$ cat config.mk
export PLATFORM = sky130hd
export DESIGN_NAME = program_counter
export DESIGN_NICKNAME = d
export VERILOG_FILES = /design/src/rtl/program_counter.sv
export SDC_FILE = /design/constraint.sdc
export NUM_CORES = 1
export LEC_CHECK = 0
export BUFFER_PORTS_ARGS = -buffer_cell sky130_fd_sc_hd__clkbuf_2
export CORE_ASPECT_RATIO = 1.1
export CORE_MARGIN = 8
export CORE_UTILIZATION = 40
export DETAILED_ROUTE_END_ITERATION = 10
export GPL_TIMING_DRIVEN = 0
export MAX_ROUTING_LAYER = met4
export PLACE_DENSITY = 0.67
export SETUP_SLACK_MARGIN = 0.3
export SYNTH_ARGS = -nofsm -noshare
export SYNTH_HDL_FRONTEND = slang
export SYNTH_SLANG_ARGS = --single-unit
$ cat constraint.sdc
create_clock -name clk -period 1.41 [get_ports clk]
set_input_delay 0.282 -clock clk [delete_from_list [all_inputs] [get_ports clk]]
set_output_delay 0.282 -clock clk [all_outputs]
set_load 0.01 [all_outputs]
$ cat src/rtl/program_counter.sv
// ---------------------------------------------------------------------------
// program_counter
//   Architectural PC register for the single-cycle RV32 core. It captures the
//   next-PC value from the PC-select logic on each rising edge of clk. It
//   holds when stalled and forces instruction alignment on every load. It also
//   keeps the previous PC for debug.
//
// Parameters
//   XLEN         PC width in bits
//   RESET_VECTOR PC value forced during reset (must be 2**ALIGN_BITS aligned)
//   ALIGN_BITS   number of low PC bits forced to zero (0 disables alignment)
//
// Ports
//   clk          system clock, rising edge
//   reset        asynchronous reset, active low
//   pc_en        1 = load PC_next_in, 0 = hold (stall)
//   PC_next_in   next PC from the PC-select logic
//   PC_out       current PC (instruction memory address)
//   PC_prev_out  PC value held before the most recent update
//   pc_valid     0 in reset, 1 from the first edge after reset release
//   misalign_err one-cycle pulse: the last loaded PC_next_in was misaligned
//
// Optional build macro PC_TRACE_EN (simulation only):
//   The design prints every enabled update and adds an extra MISALIGNED line
//   when the loaded value was misaligned. It also keeps an internal update
//   counter, update_count, that can be read hierarchically. Ports and
//   behaviour are the same with or without the macro.
// ---------------------------------------------------------------------------
module program_counter #(
   parameter int unsigned     XLEN         = 32,
   parameter logic [XLEN-1:0] RESET_VECTOR = '0,
   parameter int unsigned     ALIGN_BITS   = 2
) (
   input  logic            clk,
   input  logic            reset,
   input  logic            pc_en,
   input  logic [XLEN-1:0] PC_next_in,
   output logic [XLEN-1:0] PC_out,
   output logic [XLEN-1:0] PC_prev_out,
   output logic            pc_valid,
   output logic            misalign_err
);

   // The mask is built by shifting, so ALIGN_BITS = 0 gives an all-zero mask.
   // A direct [ALIGN_BITS-1:0] slice would become an illegal [-1:0] range.
   localparam logic [XLEN-1:0] LOW_MASK =
      ({{(XLEN-1){1'b0}}, 1'b1} << ALIGN_BITS) - {{(XLEN-1){1'b0}}, 1'b1};

   logic [XLEN-1:0] pc_aligned;
   logic            next_misaligned;

   assign pc_aligned      = PC_next_in & ~LOW_MASK;
   assign next_misaligned = |(PC_next_in & LOW_MASK);

   always_ff @(posedge clk or negedge reset) begin
      if (!reset) begin
         PC_out       <= RESET_VECTOR;
         PC_prev_out  <= RESET_VECTOR;
         pc_valid     <= 1'b0;
         misalign_err <= 1'b0;
      end else begin
         pc_valid <= 1'b1;
         if (pc_en) begin
            PC_prev_out  <= PC_out;
            PC_out       <= pc_aligned;
            misalign_err <= next_misaligned;
         end else begin
            misalign_err <= 1'b0;
         end
      end
   end

`ifdef PC_TRACE_EN
   logic [XLEN-1:0] update_count;

   always_ff @(posedge clk or negedge reset) begin
      if (!reset) begin
         update_count <= '0;
      end else if (pc_en) begin
         update_count <= update_count + {{(XLEN-1){1'b0}}, 1'b1};
      end
   end

   always @(posedge clk) begin
      if (reset && pc_en) begin
         $display("%0t program_counter: pc %h -> %h", $time, PC_out, pc_aligned);
         if (next_misaligned) begin
            $display("%0t program_counter: MISALIGNED next pc %h", $time, PC_next_in);
         end
      end
   end
`endif

endmodule

Word level (Yosys, flattened, before mapping)

Cells that the tools add are included.

Bits in registers: 62
Input bits: 35
Output and inout port bits: 66

Multiplexer cells: 1
Reductions and logical operators: 1

Operators by type and width:

| kind               | number |
|---|---|
| 2-bit OR reduction | 1 |
| 1-bit 2-to-1 mux   | 1 |

Depth between registers and ports, before layout

Depth after elaboration: 2
Depth in mapped cells: 3
Mapped depth without buffers: 1

Worst setup path after synthesis

Ideal clock, no wire load.

Path kind: input to register
Start: in pc_en
End: reg PC_out[10]
Library setup time: 0.125 ns
Data arrival time: 0.870 ns
Data required time: 1.285 ns
Slack: 0.415 ns
Cell stages on the path: 3
Buffers on the path: 2
Cells stage by stage: buf_6 buf_12 mux2_4

RTL lines:

| item                   | RTL line | RTL |
|---|---|---|
| start: declaration     | 36       | `input logic pc_en,` |
| end signal: assignment | 65       | `PC_out <= pc_aligned;` |
| end: declaration       | 38       | `output logic [XLEN-1:0] PC_out,` |

No word-level cell between the ends.

Worst setup path in the final report

Start: reg PC_out[9]
End: out PC_out[9]

No word-level cell between the ends.

==> metrics <==
worst ir drop on vdd 0.6498 mV; CTS Hold Bufs 0; RSZ-0062 raised after global routing yes; Die H 101.0 um; Period Utilization, post-route 82.13%; most common cell after layout, fill and taps aside clkbuf_2; hpwl dp 4.026 mm; vias 1669; final setup margin 252.0 ps; Hold WC Path Type in -> async; Initial Util 40.53%; die area 0.009414 sq mm; Reg2Reg Depth 3; #FFs+latches synth 62; root buf cell clkbuf_8; port buffer count 95; initial antenna violation count 0; share of cells above drive strength 1 77.23%; syn avg cell area 19.30 sq um; critical path's top delay family flip-flops; Synth cell types 8; Pins Over Slew Limit 0; Clk Latency, worst-skew pair 330 ps; first-pass GRT wire length 9.570 mm; stages on the worst setup path 1; Antenna Nets Post-Route 0; PnR Total Power 5.042 mW; Total GRT Usage 13.57%; slew margin rel. 45.69%; Row Count 31; Num CTS Buffers 9; CP cell instances buf_6; Cell Area, Synth 0.002625 sq mm; Fin Hold WS 68.34 ps; Core ar. 0.006477 sq mm; maximum root-to-sink buffer count 2; WP data required 1130 ps; clk sinks 62; Critical path buffers and inverters 1; status completed; CP Max Fanout 3; worst slew pin tran 814.6 ps; Die X 93.24 um; pin count of the biggest net entering global routing 63; DR DRC count 0; max incr delay on CP 410 ps; Avg WL per Cell 15.59 um; CP Capture Type output port; crit start category register; Top Ports 101; Util after Layout 59.65%; Min Clock Period, post-route 1158 ps; power per cell area 1305 mW/mm^2; detailed router's first-iteration violation count 34; crit path DAT 880 ps; Final Hold Fails 0; setup violators final 0; vias in the first global route 1879; DP Worst Slack 360.6 ps; share of the yosys chip area belonging to registers 59.10%; H-tree depth 3; Final nets 333; Ys Warns 0; Synth Instances 136; WS Path Type reg -> out; Setup Skew 6.695 ps; Pre-antenna DRT Iters 4; Post-Route WL 6.004 mm; total gr overflow 0; Reg clk slew, reported paths 70 ps; TritonCTS clock tree built; critical path's slowest cell dfrtp_1; GPL Wtd Cong 0.6750; area delta synth->final 47.19%; leak pwr 2.077 nW; commonest cells after routing, fill and taps aside 87 x clkbuf_2, 62 x dfrtp_1, 59 x mux2_4; Via-to-Cell Ratio 4.335; # diodes 0; maxcap violations 0; fillers 535; highest clock rate 0.8636 GHz
-- state kept, by name (all words and copies together), names as in the netlist --
name,count
PC_out,30
PC_prev_out,30
misalign_err,1
pc_valid,1
-- per-layer routing --
metal | global-route usage [%] | routed length (um) | up-vias
met5 | - | 0 | -
met4 | 7.816 | 102 | 0
met3 | 3.204 | 337 | 9
met2 | 21.72 | 3062 | 60
met1 | 15.20 | 2502 | 818
li1 | - | - | 782
-- through the flow --
step	setup TNS (ps)	std cells	instance area (sq um)
after detailed placement	0	316	3217
after global placement	-14850	316	3214
after global routing	0	385	3864
final	0	385	3864
after CTS	0	368	3711
after floorplan	0	139	2636
-- final timing paths --
path,end,slack (ps),from
max,PC_out[9],250,PC_out[9]$_DFFE_PN0P_
min,PC_prev_out[12]$_DFFE_PN0P_,70,reset
max reg2reg,PC_out[13]$_DFFE_PN0P_,380,PC_out[13]$_DFFE_PN0P_
min reg2reg,PC_prev_out[15]$_DFFE_PN0P_,520,PC_prev_out[15]$_DFFE_PN0P_
max in group asynchronous,PC_out[25]$_DFFE_PN0P_,820,reset
min in group clk,misalign_err$_DFF_PN0_,150,PC_next_in[0]
-- timing repair --
action / 4_1_cts / 5_1_grt
buffers inserted: 36 / 17
gates cloned: 0 / 0
setup endpoints to repair: 62 / 62
gates resized for setup: 0 / 12
-- area by class of cell --
| cell class | count | area (sq um) | area share, % |
|---|---|---|---|
| buffer | 11 | 161.4 | 4.177 |
| clock buffer | 11 | 141.4 | 3.659 |
| clock inverter | 5 | 82.58 | 2.137 |
| multi-input combinational | 66 | 923.4 | 23.90 |
| sequential | 62 | 1551 | 40.16 |
| tap | 82 | 102.6 | 2.655 |
| timing repair buffer | 148 | 900.9 | 23.32 |
-- cell families after synthesis --
group,synth area share (%)
flip-flops,59.10
multiplexers,34.18
buffers and inverters,6.149
other,0.2861
AO/OA/AOI/OAI,0.2861
-- where the power goes --
| part | total (mW) | internal (mW) | switching [mW] |
|---|---|---|---|
| clock | 1.72 | 1.04 | 0.672 |
| sequential | 2.13 | 2.00 | 0.131 |
| combinational | 1.20 | 0.750 | 0.447 |
-- synthesized netlist by cell type --
library cell / count / share of area (%)
buf_12: 6 / 4.6
buf_4: 4 / 1.1
buf_6: 1 / 0.43
conb_1: 2 / 0.29
dfrtp_1: 62 / 59
mux2_2: 1 / 0.43
mux2_4: 59 / 34
o21a_1: 1 / 0.29
Note: power is estimated with default switching activity, not from simulation.
